`config.mk`:
```
export PLATFORM = sky130hd
export DESIGN_NAME = prod_accum
export DESIGN_NICKNAME = d
export VERILOG_FILES = /design/src/rtl/prod_accum_pkg.sv /design/src/rtl/prod_accum.sv
export SDC_FILE = /design/constraint.sdc
export NUM_CORES = 1
export LEC_CHECK = 0
export CORE_MARGIN = 2
export CORE_UTILIZATION = 54
export CTS_CLUSTER_SIZE = 24
export DETAILED_ROUTE_END_ITERATION = 8
export GPL_TIMING_DRIVEN = 0
export PLACE_DENSITY_LB_ADDON = 0.2
export SYNTH_ARGS = -nofsm -noshare
export SYNTH_HDL_FRONTEND = slang
export SYNTH_SLANG_ARGS = --single-unit
export TNS_END_PERCENT = 20
```
`constraint.sdc`:
```
create_clock -name clk -period 5.5 [get_ports clk]
set_clock_uncertainty 0.2 [all_clocks]
set_input_delay 1.65 -clock clk [delete_from_list [all_inputs] [get_ports clk]]
set_output_delay 1.65 -clock clk [all_outputs]
set_load 0.1 [all_outputs]
```
`src/rtl/prod_accum_pkg.sv`:
```
// prod_accum_pkg: types and defaults shared by prod_accum and its users.
//   state_t    - controller states (IDLE, ACCUM, DONE)
//   N_DEF      - default multiplier operand width
//   acc_w_def  - default accumulator width for a given operand width
package prod_accum_pkg;

  typedef enum logic [1:0] {
    IDLE  = 2'd0,
    ACCUM = 2'd1,
    DONE  = 2'd2
  } state_t;

  localparam int N_DEF = 8;

  // Eight guard bits above the full product width.
  function automatic int acc_w_def(input int n);
    return 2 * n + 8;
  endfunction

  localparam int ACC_W_DEF = acc_w_def(N_DEF);

endpackage

```
`src/rtl/prod_accum.sv`:
```
// prod_accum: sums a run of unsigned products from an upstream multiplier.
// A start request latches the run length, products are taken over a
// valid/ready handshake, and the sum is offered over a second handshake.
//
// Ports
//   clk        in   rising-edge clock
//   rst_n      in   asynchronous active-low reset
//   start      in   one-cycle request to begin a run (honoured only in IDLE)
//   len        in   [7:0] products in the run, sampled with start
//   p          in   [2*N-1:0] unsigned product
//   p_valid    in   p is valid this cycle
//   p_ready    out  block takes p this cycle (ACCUM only)
//   res        out  [ACC_W-1:0] accumulated sum, straight from the register
//   res_valid  out  res is valid (DONE)
//   res_ready  in   downstream takes res
//   ovf        out  sticky carry-out of the accumulator for this run
//   busy       out  not IDLE
//
// state | meaning
// ------+----------------------------------------------------------------
// IDLE  | waiting for start; outputs of the previous run stay visible
// ACCUM | taking products until the remaining count reaches zero
// DONE  | res/ovf held and res_valid high until res_ready
module prod_accum
  import prod_accum_pkg::*;
#(
  parameter int N     = N_DEF,
  parameter int ACC_W = acc_w_def(N)
) (
  input  logic               clk,
  input  logic               rst_n,
  input  logic               start,
  input  logic [7:0]         len,
  input  logic [2*N-1:0]     p,
  input  logic               p_valid,
  output logic               p_ready,
  output logic [ACC_W-1:0]   res,
  output logic               res_valid,
  input  logic               res_ready,
  output logic               ovf,
  output logic               busy
);

  state_t             r_state;
  state_t             w_state_nxt;
  logic [7:0]         r_cnt;
  logic [ACC_W-1:0]   r_acc;
  logic               r_ovf;

  logic               w_accept;
  logic               w_xfer;
  logic [ACC_W:0]     w_sum;

  assign w_accept = (r_state == IDLE) && start;
  assign w_xfer   = (r_state == ACCUM) && p_valid;

  // One extra bit on the left catches the carry out of the accumulator.
  assign w_sum = {1'b0, r_acc} + {{(ACC_W + 1 - 2 * N){1'b0}}, p};

  always_ff @(posedge clk or negedge rst_n) begin
    if (!rst_n) begin
      r_state <= IDLE;
    end else begin
      r_state <= w_state_nxt;
    end
  end

  always_comb begin
    w_state_nxt = r_state;
    case (r_state)
      IDLE: begin
        if (start) begin
          w_state_nxt = (len == 8'd0) ? DONE : ACCUM;
        end
      end
      ACCUM: begin
        if (w_xfer && (r_cnt == 8'd1)) begin
          w_state_nxt = DONE;
        end
      end
      DONE: begin
        if (res_ready) begin
          w_state_nxt = IDLE;
        end
      end
      default: w_state_nxt = IDLE;
    endcase
  end

  always_ff @(posedge clk or negedge rst_n) begin
    if (!rst_n) begin
      r_cnt <= 8'd0;
    end else if (w_accept) begin
      r_cnt <= len;
    end else if (w_xfer) begin
      r_cnt <= r_cnt - 8'd1;
    end
  end

  always_ff @(posedge clk or negedge rst_n) begin
    if (!rst_n) begin
      r_acc <= '0;
      r_ovf <= 1'b0;
    end else if (w_accept) begin
      r_acc <= '0;
      r_ovf <= 1'b0;
    end else if (w_xfer) begin
      r_acc <= w_sum[ACC_W-1:0];
      r_ovf <= r_ovf | w_sum[ACC_W];
    end
  end

  // Handshake outputs decode the state only, so p_ready never sees p_valid.
  assign p_ready   = (r_state == ACCUM);
  assign res_valid = (r_state == DONE);
  assign busy      = (r_state != IDLE);
  assign res       = r_acc;
  assign ovf       = r_ovf;

endmodule

```
==> metrics.cfg, run 1 <==
[clock_network]
post-cts-setup-buffers = 0
insertion_delay_ps = 300
cts_root_buffer = clkbuf_8
cts_resized = 0
holdBufCountCts = 0
clock_path_buffers = 2
clkTransAtPathRegs_ps = 80
cts_tree = done
cts_max_level = 2
cts.sinks = 35
numCtsBuffers = 5

[floorplanning]
ioPinCount = 57
core-area_mm2 = 0.00409
die_width_um = 69.9
die_area_mm2 = 0.00489
start_util_pct = 57.5
rows = 23
die_y_um = 69.9

[worst_setup_path]
cp_cell_sequence = clkdlybuf4s50_1, ha_1, inv_1, fa_1, nand2b_1, a21oi_1, o21ai_0, o21a_1, or3_1, a21oi_1
critPathLaunchType = input port
slowest_stage = clkdlybuf4s50_1
cp-end-kind = flop
max_stage_delay_ps = 490
r2r-start = res[0]
cp_max_fo = 9
crit_arrival_ps = 4390
cp.required_ps = 5520
crit_type = input port to flop
reg2reg_depth = 9
crit_top_cell = a21oi_1
regToRegEndpoint = res[18]
rrSetupSlack_ps = 2590

[global_routing]
grt_max_degree = 36
gr-total-overflow = 0
antenna_found_initial = 0
grt_pass1_vias = 2157
grt_pass1_wl_mm = 9.84
track_usage_pct = 24.7

[timing]
slew_violations = 0
rsz0062_at_grt = false
hold_viol = 0
fin_crit_ps = 4370
timing.fmax_ghz = 0.229
tns_ps = 0
setup_viol = 0
max_slew_margin_pct = 34.3
period_share_pct = 79.4
postLayoutSetupSlackWorst_ps = 1130
tightestPinTransition_ps = 982

[cells_and_area]
num_antenna_cells = 0
fillCellCount = 330
stdcell_count = 381
area_growth_pct = 30.1
finalNetCount = 378
drive_above_1_share_pct = 5.74
layout_common_cells = 55 x clkdlybuf4s50_1, 35 x dfrtp_1, 32 x nand2_1
mostFrequentLayoutCell = clkdlybuf4s50_1

[logic_synthesis]
ys_warn_count = 0
ys_ff_latch = 35
synthesis.nets = 315
netlist_area_mm2 = 0.00235
async_flop_share_pct = 100
synth_edf_count = 0
ys_types = 46
seq_area_frac_synth_pct = 37.3
syn_inst = 267
syn_area_per_cell_um2 = 8.80
synthFlopType = dfrtp_1

[route]
wirelength_mm = 5.80
via_count = 2296
drt_drc_violations_left = 0
dr.pass1.iters = 4
drtIter0Drc = 114
viasPerCell = 6.03
post_drt_wl_per_cell_um = 15.2
ant_nets = 0

[power_and_ir_drop]
seqPwrFrac_pct = 23.0
power_frac_comb_pct = 66.6
leakage_uw = 0.00128
swShare_pct = 56.3
power_uw = 1850
pwr-share-clk_pct = 10.4
switchingPower_uw = 1040
ir_drop_mv = 0.448
power.density_mw_per_mm2 = 605
p_int_uw = 807

[placement]
placed_cells = 373
io_buffers = 56
dp_hpwl_mm = 4.24
gp_congestion = 0.912
place_ws_ps = 929

[min_path]
min_to = ovf
min_path_cells = 1
hold_path.class = flop to flop
min_from = ovf

[status]
outcome = completed

[flow_run]
maxCapViolations = 0

-- power groups by stage --
| stage | Clock [uW] | Sequential, uW | Combinational (uW) |
|---|---|---|---|
| floorplan | 0 | 760 | 602 |
| global placement | 0 | 421 | 1200 |
| detailed placement | 0 | 426 | 1220 |
| CTS | 196 | 422 | 1230 |
| global route | 205 | 435 | 1320 |
| finish | 193 | 425 | 1230 |
-- area by class of cell --
cell class	count	area [um2]	share of cell area [%]
Clock buffer	5	68.8	2.25
Timing Repair Buffer	56	556	18.2
Multi-Input combinational cell	215	1410	46.0
Tap cell	50	62.6	2.05
Clock inverter	3	20.0	0.655
Buffer	8	32.5	1.06
Sequential cell	35	876	28.7
Inverter	9	33.8	1.11
-- worst max-delay path: cells and delay by family --
family / cells / cell delay (ps)
AND/OR/NAND/NOR: 2 / 580
buffers and inverters: 2 / 560
AO/OA/AOI/OAI: 4 / 1020
adder cells (fa/ha/maj): 2 / 580
-- worst max-delay path by stage --
stage,startpoint,to,slack [ps],depth (start not counted)
final,p[0],res[18],1130,10
after global placement,p[0],res[18],1040,10
after global routing,p[0],res[16],1010,10
after floorplan,p[0],res[18],1750,9
after CTS,p[0],res[18],1180,10
after detailed placement,p[0],res[18],930,10
-- per-stage QoR --
stage	hold slack [ps]	cell area, um2	util [%]
6_report	292	3060	74.8
5_1_grt	340	3060	74.8
4_1_cts	298	3060	74.8
3_5_place_dp	279	2970	72.6
3_3_place_gp	280	2970	72.7
2_1_floorplan	285	2350	-
-- metal layers --
metal | vias up | global-route usage (%) | routed length (um)
li1 | 1112 | - | -
met1 | 1115 | 33.2 | 2640
met2 | 59 | 40.1 | 2830
met3 | 10 | 5.34 | 250
met4 | 0 | 6.84 | 79
met5 | - | 0 | 0
-- state kept, by name (all words and copies together), names as in the netlist --
register and count:
res 24, r_state 2, r_cnt 8, ovf 1
-- synthesized netlist by cell type (5+ instances only) --
cell	instances	share of area [%]
a21oi_1	29	6.2
clkbuf_1	6	0.96
dfrtp_1	35	37
ha_1	18	9.6
inv_1	9	1.4
nand2_1	32	5.1
nor2_1	14	2.2
o21ai_0	30	6.4
o31ai_1	5	1.6
or3_1	8	2.1
xnor2_1	6	2.2
xor2_1	7	2.6
-- cells by family (layout without fill, tap and decap cells) --
kind of cell / count (synthesis) / count (layout) / synth area share, %
adder cells (fa/ha/maj): 19 / 19 / 10.4
XOR/XNOR: 13 / 13 / 4.85
buffers and inverters: 17 / 81 / 2.82
AND/OR/NAND/NOR: 85 / 85 / 18.4
AO/OA/AOI/OAI: 98 / 98 / 26.2
flip-flops: 35 / 35 / 37.3
No activity file was read; power rests on OpenSTA's default activity.
==> inputs of run 2 (changes only) <==
CORE_UTILIZATION = 45   (was 54)
clock period = 3.8 ns   (was 5.5 ns; I/O delays follow)
==> metrics.cfg, run 2 (synthesis gave the netlist of run 1 again) <==
[cells_and_area]
num_antenna_cells = 0
drive_above_1_share_pct = 6.04
largest_reg_flops = 24
stdcell_count = 401
final_util_pct = 61.0
area_growth_pct = 31.9
mostFrequentLayoutCell = clkdlybuf4s50_1
fin_area_mm2 = 0.00310
fillCellCount = 479
layout_common_cells = 55 x clkdlybuf4s50_1, 35 x dfrtp_1, 32 x nand2_1
finalNetCount = 378

[floorplanning]
ioPinCount = 57
die_width_um = 76.2
rows = 26
start_util_pct = 46.3
core-area_mm2 = 0.00507
die_y_um = 76.2
die_area_mm2 = 0.00581

[global_routing]
grt_pass1_wl_mm = 9.85
grt_pass1_vias = 2141
grt_max_degree = 36
antenna_found_initial = 0
met2_usage_pct = 33.6
grt_util_met1_pct = 27.2
use_met3_pct = 4.50
gr-total-overflow = 0
track_usage_pct = 20.6
busiest_layer = met2

[worst_setup_path]
slowest_stage = clkdlybuf4s50_1
critPathTopFamily = compound AO/OA/AOI/OAI gates
reg2reg_depth = 9
critPathLaunchType = input port
cp_max_fo = 9
cp-end-kind = flop
crit_arrival_ps = 3570
crit_type = input port to flop
cp_cell_sequence = clkdlybuf4s50_1, ha_1, inv_1, fa_1, nand2b_1, a21oi_2, o21ai_1, o21a_2, or3_1, a21oi_1
max_stage_delay_ps = 460
crit_buf_inv = 2
cp.depth = 10
cp.required_ps = 3810

[route]
dr.pass1.iters = 5
drt_drc_violations_left = 0
ant_nets = 0
drtIter0Drc = 110
post_drt_wl_per_cell_um = 14.2
wirelength_mm = 5.71
via_count = 2214
viasPerCell = 5.52

[timing]
timing.fmax_ghz = 0.281
tightestPinTransition_ps = 1000
setup_viol = 0
fin_crit_ps = 3560
max_slew_margin_pct = 33.1
slew_violations = 0
tns_ps = 0
rsz0062_at_grt = false
hold_viol = 0
period_share_pct = 93.7

[placement]
placed_area_mm2 = 0.00299
dp_hpwl_mm = 4.23
gp_congestion = 0.811
io_buffers = 56
placed_cells = 393

[flow_run]
maxCapViolations = 0

[min_path]
min_path_cells = 1
hold_path.class = flop to flop

[clock_network]
clock_path_buffers = 2
cts_root_buffer = clkbuf_8
cts_max_level = 2
cts.sinks = 35
holdBufCountCts = 0
insertion_delay_ps = 280
cts_tree = done
numCtsBuffers = 5
clkTransAtPathRegs_ps = 70

[power_and_ir_drop]
power.density_mw_per_mm2 = 870
power_uw = 2690
leakage_uw = 0.00129
ir_drop_mv = 0.587

[status]
outcome = completed

[run 2: per-stage QoR]
stage | hold slack, ps | worst slack [ps]
2_1_floorplan | 285 | 561
3_3_place_gp | 288 | -187
3_5_place_dp | 286 | -235
4_1_cts | 307 | 55.9
5_1_grt | 320 | 51.3
6_report | 302 | 239
[run 2: cell type report]
cell class | count | area (um2) | area share [%]
repair buffers | 56 | 556 | 17.9
well taps | 70 | 87.6 | 2.83
flip-flops and latches | 35 | 876 | 28.3
inverters | 9 | 33.8 | 1.09
multi-input cells | 215 | 1410 | 45.6
plain buffers | 8 | 32.5 | 1.05
clock buffers | 8 | 100 | 3.23
[run 2: timing repair]
| action | CTS | global route |
|---|---|---|
| setup endpoints to repair | 0 | 4 |
| setup buffers | 0 | 0 |
| gates resized for setup | 0 | 3 |
[run 2: layer usage]
metal / routed length, um / part of all wire [%] / vias to the layer above
li1: - / - / 1108
met1: 2700 / 47 / 1046
met2: 2660 / 47 / 56
met3: 313 / 5.5 / 4
met4: 34 / 0.60 / 0
met5: 0 / 0 / -
[run 2: where the power goes]
group / internal (uW) / total, uW / switching, uW
Sequential: 498 / 610 / 112
Clock: 166 / 300 / 134
Combinational: 545 / 1790 / 1240
Total: 1210 / 2690 / 1490
[run 2: path summary, 6_finish.rpt]
kind,startpoint,to,slack (ps)
setup / recovery,p[0],res[20],240
hold / removal,ovf,ovf,300
setup reg to reg,res[0],res[20],1160
hold reg to reg,ovf,ovf,300
max in group asynchronous,rst_n,res[9],2170
min in group asynchronous,rst_n,res[5],730
[run 2: worst reg2reg max path: stages (launching register included)]
cell and delay [ps]:
dfrtp_1 380, ha_1 200, inv_1 60, fa_1 380, nand2b_1 210, a21oi_2 200
o21ai_1 140, o21a_2 290, or3_1 360, a21oi_1 140
==> inputs of run 3 (changes only) <==
TNS_END_PERCENT = unset   (was 20)
==> results of run 3 <==
Same layout as run 2: the final DEF is identical, and so are final timing and power.
